$ cat config.mk
export PLATFORM = sky130hd
export DESIGN_NAME = scheduler
export DESIGN_NICKNAME = d
export VERILOG_FILES = /design/src/rtl/gpu_pkg.sv /design/src/rtl/pc_select.sv /design/src/rtl/scheduler.sv
export SDC_FILE = /design/constraint.sdc
export NUM_CORES = 1
export LEC_CHECK = 0
export CORE_MARGIN = 2
export CORE_UTILIZATION = 43
export CTS_CLUSTER_DIAMETER = 30
export DETAILED_ROUTE_END_ITERATION = 7
export HOLD_SLACK_MARGIN = 0.02
export PLACE_DENSITY = 0.8
export SYNTH_ARGS = -nofsm -noshare
export SYNTH_HDL_FRONTEND = slang
export SYNTH_HIERARCHICAL = 1
export SYNTH_SLANG_ARGS = --single-unit
$ cat constraint.sdc
create_clock -name clk -period 2.6 [get_ports clk]
set_input_delay 0.52 -clock clk [delete_from_list [all_inputs] [get_ports clk]]
set_output_delay 0.52 -clock clk [all_outputs]
set_load 0.02 [all_outputs]
$ cat src/rtl/gpu_pkg.sv
// Shared encodings for the compute core: scheduler, fetcher, LSU and PC-unit states.
// Every block that decodes another block's state imports it from here.
package gpu_pkg;

    localparam int CORE_STATE_W    = 3;
    localparam int FETCHER_STATE_W = 3;
    localparam int LSU_STATE_W     = 2;

    typedef enum logic [CORE_STATE_W-1:0] {
        CORE_IDLE    = 3'b000,
        CORE_FETCH   = 3'b001,
        CORE_DECODE  = 3'b010,
        CORE_REQUEST = 3'b011,
        CORE_WAIT    = 3'b100,
        CORE_EXECUTE = 3'b101,
        CORE_UPDATE  = 3'b110,
        CORE_DONE    = 3'b111
    } core_state_t;

    typedef enum logic [FETCHER_STATE_W-1:0] {
        FETCHER_IDLE     = 3'b000,
        FETCHER_FETCHING = 3'b001,
        FETCHER_FETCHED  = 3'b010
    } fetcher_state_t;

    typedef enum logic [LSU_STATE_W-1:0] {
        LSU_IDLE       = 2'b00,
        LSU_REQUESTING = 2'b01,
        LSU_WAITING    = 2'b10,
        LSU_DONE       = 2'b11
    } lsu_state_t;

    // An LSU holds up the core only while its access is still outstanding.
    function automatic logic lsu_busy(input logic [LSU_STATE_W-1:0] raw);
        lsu_state_t st;
        st = lsu_state_t'(raw);
        return (st == LSU_REQUESTING) || (st == LSU_WAITING);
    endfunction

endpackage

$ cat src/rtl/pc_select.sv
// Picks the next PC from the lowest-index active lane and flags whether any
// other active lane disagrees. An empty mask falls back to lane 0, never mismatching.
module pc_select #(
    parameter int LANES     = 4,
    parameter int ADDR_BITS = 8
) (
    input  logic [LANES-1:0]           thread_mask_i,
    input  logic [ADDR_BITS*LANES-1:0] next_pc_i,
    output logic [ADDR_BITS-1:0]       selected_pc_o,
    output logic                       mismatch_o
);

    logic found;

    // NOTE: every always_comb output gets a default first so no path can infer a latch.
    always_comb begin
        selected_pc_o = next_pc_i[ADDR_BITS-1:0];
        found         = 1'b0;
        for (int i = 0; i < LANES; i++) begin
            if (thread_mask_i[i] && !found) begin
                selected_pc_o = next_pc_i[i*ADDR_BITS +: ADDR_BITS];
                found         = 1'b1;
            end
        end

        mismatch_o = 1'b0;
        for (int i = 0; i < LANES; i++) begin
            if (thread_mask_i[i] && (next_pc_i[i*ADDR_BITS +: ADDR_BITS] != selected_pc_o)) begin
                mismatch_o = 1'b1;
            end
        end
    end

endmodule

$ cat src/rtl/scheduler.sv
// Per-core control FSM: steps the core through FETCH..UPDATE for one instruction
// at a time, waits on the fetcher and active LSUs, and commits a single core-wide PC.
module scheduler
    import gpu_pkg::*;
#(
    parameter int THREADS_PER_BLOCK     = 4,
    parameter int PROGRAM_MEM_ADDR_BITS = 8
) (
    input  logic                                               clk,
    input  logic                                               reset,
    input  logic                                               start,
    input  logic [THREADS_PER_BLOCK-1:0]                       thread_mask,
    input  logic                                               decoded_ret,
    input  logic [FETCHER_STATE_W-1:0]                         fetcher_state,
    input  logic [LSU_STATE_W*THREADS_PER_BLOCK-1:0]           lsu_state,
    input  logic [PROGRAM_MEM_ADDR_BITS*THREADS_PER_BLOCK-1:0] next_pc,
    output logic [CORE_STATE_W-1:0]                            core_state,
    output logic [PROGRAM_MEM_ADDR_BITS-1:0]                   current_pc,
    output logic                                               done,
    output logic                                               pc_diverged
);

    core_state_t                      state_q, state_d;
    logic [PROGRAM_MEM_ADDR_BITS-1:0] pc_q, pc_d;
    logic                             done_q, done_d;
    logic                             diverged_q, diverged_d;

    logic [PROGRAM_MEM_ADDR_BITS-1:0] selected_pc;
    logic                             pc_mismatch;
    logic                             lanes_busy;

    pc_select #(
        .LANES     (THREADS_PER_BLOCK),
        .ADDR_BITS (PROGRAM_MEM_ADDR_BITS)
    ) u_pc_select (
        .thread_mask_i (thread_mask),
        .next_pc_i     (next_pc),
        .selected_pc_o (selected_pc),
        .mismatch_o    (pc_mismatch)
    );

    // Inactive lanes may sit in any LSU state; only active ones can stall WAIT.
    always_comb begin
        lanes_busy = 1'b0;
        for (int i = 0; i < THREADS_PER_BLOCK; i++) begin
            if (thread_mask[i] && lsu_busy(lsu_state[i*LSU_STATE_W +: LSU_STATE_W])) begin
                lanes_busy = 1'b1;
            end
        end
    end

    always_comb begin
        state_d    = state_q;
        pc_d       = pc_q;
        done_d     = done_q;
        diverged_d = diverged_q;

        unique case (state_q)
            CORE_IDLE: begin
                if (start) state_d = CORE_FETCH;
            end
            CORE_FETCH: begin
                if (fetcher_state == FETCHER_FETCHED) state_d = CORE_DECODE;
            end
            CORE_DECODE:  state_d = CORE_REQUEST;
            CORE_REQUEST: state_d = CORE_WAIT;
            CORE_WAIT: begin
                if (!lanes_busy) state_d = CORE_EXECUTE;
            end
            CORE_EXECUTE: state_d = CORE_UPDATE;
            CORE_UPDATE: begin
                if (pc_mismatch) diverged_d = 1'b1;
                if (decoded_ret) begin
                    state_d = CORE_DONE;
                    done_d  = 1'b1;
                end else begin
                    pc_d    = selected_pc;
                    state_d = CORE_FETCH;
                end
            end
            CORE_DONE: state_d = CORE_DONE;
            default:   state_d = CORE_IDLE;
        endcase
    end

    // NOTE: sequential state uses non-blocking assignments so all registers update together.
    always_ff @(posedge clk) begin
        if (reset) begin
            state_q    <= CORE_IDLE;
            pc_q       <= '0;
            done_q     <= 1'b0;
            diverged_q <= 1'b0;
        end else begin
            state_q    <= state_d;
            pc_q       <= pc_d;
            done_q     <= done_d;
            diverged_q <= diverged_d;
        end
    end

    assign core_state  = state_q;
    assign current_pc  = pc_q;
    assign done        = done_q;
    assign pc_diverged = diverged_q;

endmodule

==> run metrics <==
Final Max Slew Viols=0; worst skew pair latency=0.27 ns; Starting Density=45.4%; GRT Residual Overflow=0; Antenna Cells=0; Fmax achieved=approximately 410 MHz; min-delay src=done$_SDFFE_PP0P_; min Tclk post-route=2.44 ns; ANT nets after route=0; # setup viols final=0; number of hold buffers added after CTS=0; startpoint of the worst-slack reg-to-reg timing path=core_state[2]$_SDFFE_PP0P_; critical path arrival=2.60 ns; status=complete, no violations; WL per Instance=14.5 um; pwr dens=283 nW/um^2; unrepaired setup endpoints after global routing=false; drc violations=0; Leakage=0.957 nW; CTS Buf Count=3; root buf cell=clkbuf_4; Min Hold Slack=between 0.4 and 0.5 ns; initial DRC count=90; Clock transition at path regs=0.08 ns; Crit. End Element=register; Seq/Total Area, Yosys=about 17%; Post-synth EDFFs=0; Synth area leaders=dfxtp_1, xor2_1, xnor2_1; First-pass DRT Iterations=4; Tot Pwr=0.693 mW; Crit Path Class=input pin to register; Inst Count DP=320; FILL cells=roughly 280; CTS tree=done; vias in the first global route=around 1.8k; die area=4050 um^2; commonest non-fill, non-tap cell in the layout=clkdlybuf4s50_1; share of synthesized registers carrying an async set or reset=0%; Relative slew margins=64.9%; predominant post-synthesis flop cell=dfxtp_1; Post-Syn Area=1530 um^2; clk_skew=0.00142 ns; final hold violation count=0; I/O pin cnt=64; most frequent cells in the layout=clkdlybuf4s50_1, buf_4, xor2_1, nor2_1, nand2_1; H-tree depth=1; via count=around 1.8k; Final nets=333; Syn Area/Cell=8.08 um^2; Post-DP Area=around 2400 um^2; Max-cap violations=0; IO buf count=63; cell taking the most area after synthesis=dfxtp_1; layout cells sized above 1=19.9%; Die Y-Extent=63.6 um; Synth Instances=approximately 190; Syn Nets=240; DR vias/cell=roughly 5.4; area occupied by multi-input gates=1220 um^2; synth unique cells=between 50 and 60; area delta synth->final=60.6%; largest net degree at the start of global routing=15; Placeable Area=3360 um^2; initial antenna violation count=0; total global-route track usage=23.5%; startpoint types=input pin; Clock Tree Buf Depth=2; crit share post-route=94.0%; WP data required=2.75 ns; # rows=21; Yosys top cell area share=17.0%; first-pass GRT wire length=7.70 mm; worst vdd ir=0.180 mV; clk sinks=13; DP Wirelength=3.85 mm; Post-Layout Inst Area=2450 um^2; worst-path maximum fanout=4; Die Wd=63.6 um; WL final=4.73 mm; Final Non-Filler Cells=327; Register Area=between 200 and 300 um^2; flops & latches, synth=13; Final GP Congestion=0.962; worst hold path class=register to register; Yosys Warn Count=6; crit path launch=next_pc[18]; Worst-Margin Slew=0.525 ns
==> report_power, final <==
| group | total, mW | internal (mW) | switching [mW] |
|---|---|---|---|
| sequential | 0.213 | 0.203 | 0.00962 |
| clock | 0.124 | 0.0595 | 0.0643 |
| combinational | 0.356 | 0.194 | 0.162 |
==> cells in the mapped netlist, types with 3 or more instances <==
cell type	instances
xor2_1	24
o21ai_0	11
nor4_1	4
xnor2_1	15
nor2_1	21
nand2_1	16
nor3_1	3
dfxtp_1	13
mux2i_1	8
a2bb2oi_1	3
inv_1	4
a22oi_1	8
a21oi_1	7
buf_6	3
a31oi_1	3
o31ai_1	4
==> layer usage <==
layer	global-route usage, %	wire length, um
met1	28.6	2050
met2	42.5	2230
met3	6.07	384
met4	2.72	62
met5	0	0
==> through the flow <==
| step | TNS, ns | util [%] | worst slack, ns |
|---|---|---|---|
| after floorplan | 0 | - | 0.374 |
| after global placement | -0.371 | 70.3 | -0.371 |
| after detailed placement | -0.366 | 70.3 | -0.366 |
| after CTS | 0 | 71.7 | 0.0146 |
| after global routing | 0 | 73.0 | 0.0204 |
| final | 0 | 73.0 | 0.155 |
==> sequential cells by signal (all words and copies together) (netlist names) <==
register and cells:
current_pc 8, core_state 3, done 1, pc_diverged 1
==> worst paths after layout <==
check,endpoint,slack [ns],cells past startpoint
max,pc_diverged$_SDFFE_PP0P_,0.16,10
min reg2reg,done$_SDFFE_PP0P_,0.48,2
min,done$_SDFFE_PP0P_,0.48,2
max reg2reg,current_pc[0]$_SDFFE_PP0P_,1.11,4
==> worst max-delay path, stage by stage <==
cell             delay [ns]
clkdlybuf4s50_1        0.52
xor2_1                 0.20
o21ai_0                0.27
nand2_1                0.16
o211ai_1               0.18
o31ai_1                0.11
o41ai_2                0.34
nand3_1                0.12
a21oi_1                0.13
nor2_1                 0.04
==> cells by family after synthesis <==
group	synth area share (%)
AND/OR/NAND/NOR	23.2
XOR/XNOR	22.4
flip-flops	17.0
buffers and inverters	5.81
AO/OA/AOI/OAI	26.4
multiplexers	5.24
==> final cells by class <==
class,instances,area share (%)
inverter,5,0.765
sequential,13,10.6
multi-input combinational,165,49.6
clock buffer,4,1.07
timing repair buffer,94,35.6
tap,46,2.35
==> what timing repair did <==
item	in CTS	in global routing
endpoints found under the hold margin	0	0
endpoints found under the setup margin	1	1
resized for setup	2	8
buffers inserted	1	1
gates cloned	0	1
pin swaps	1	1
Note: power is estimated with default switching activity, not from simulation.
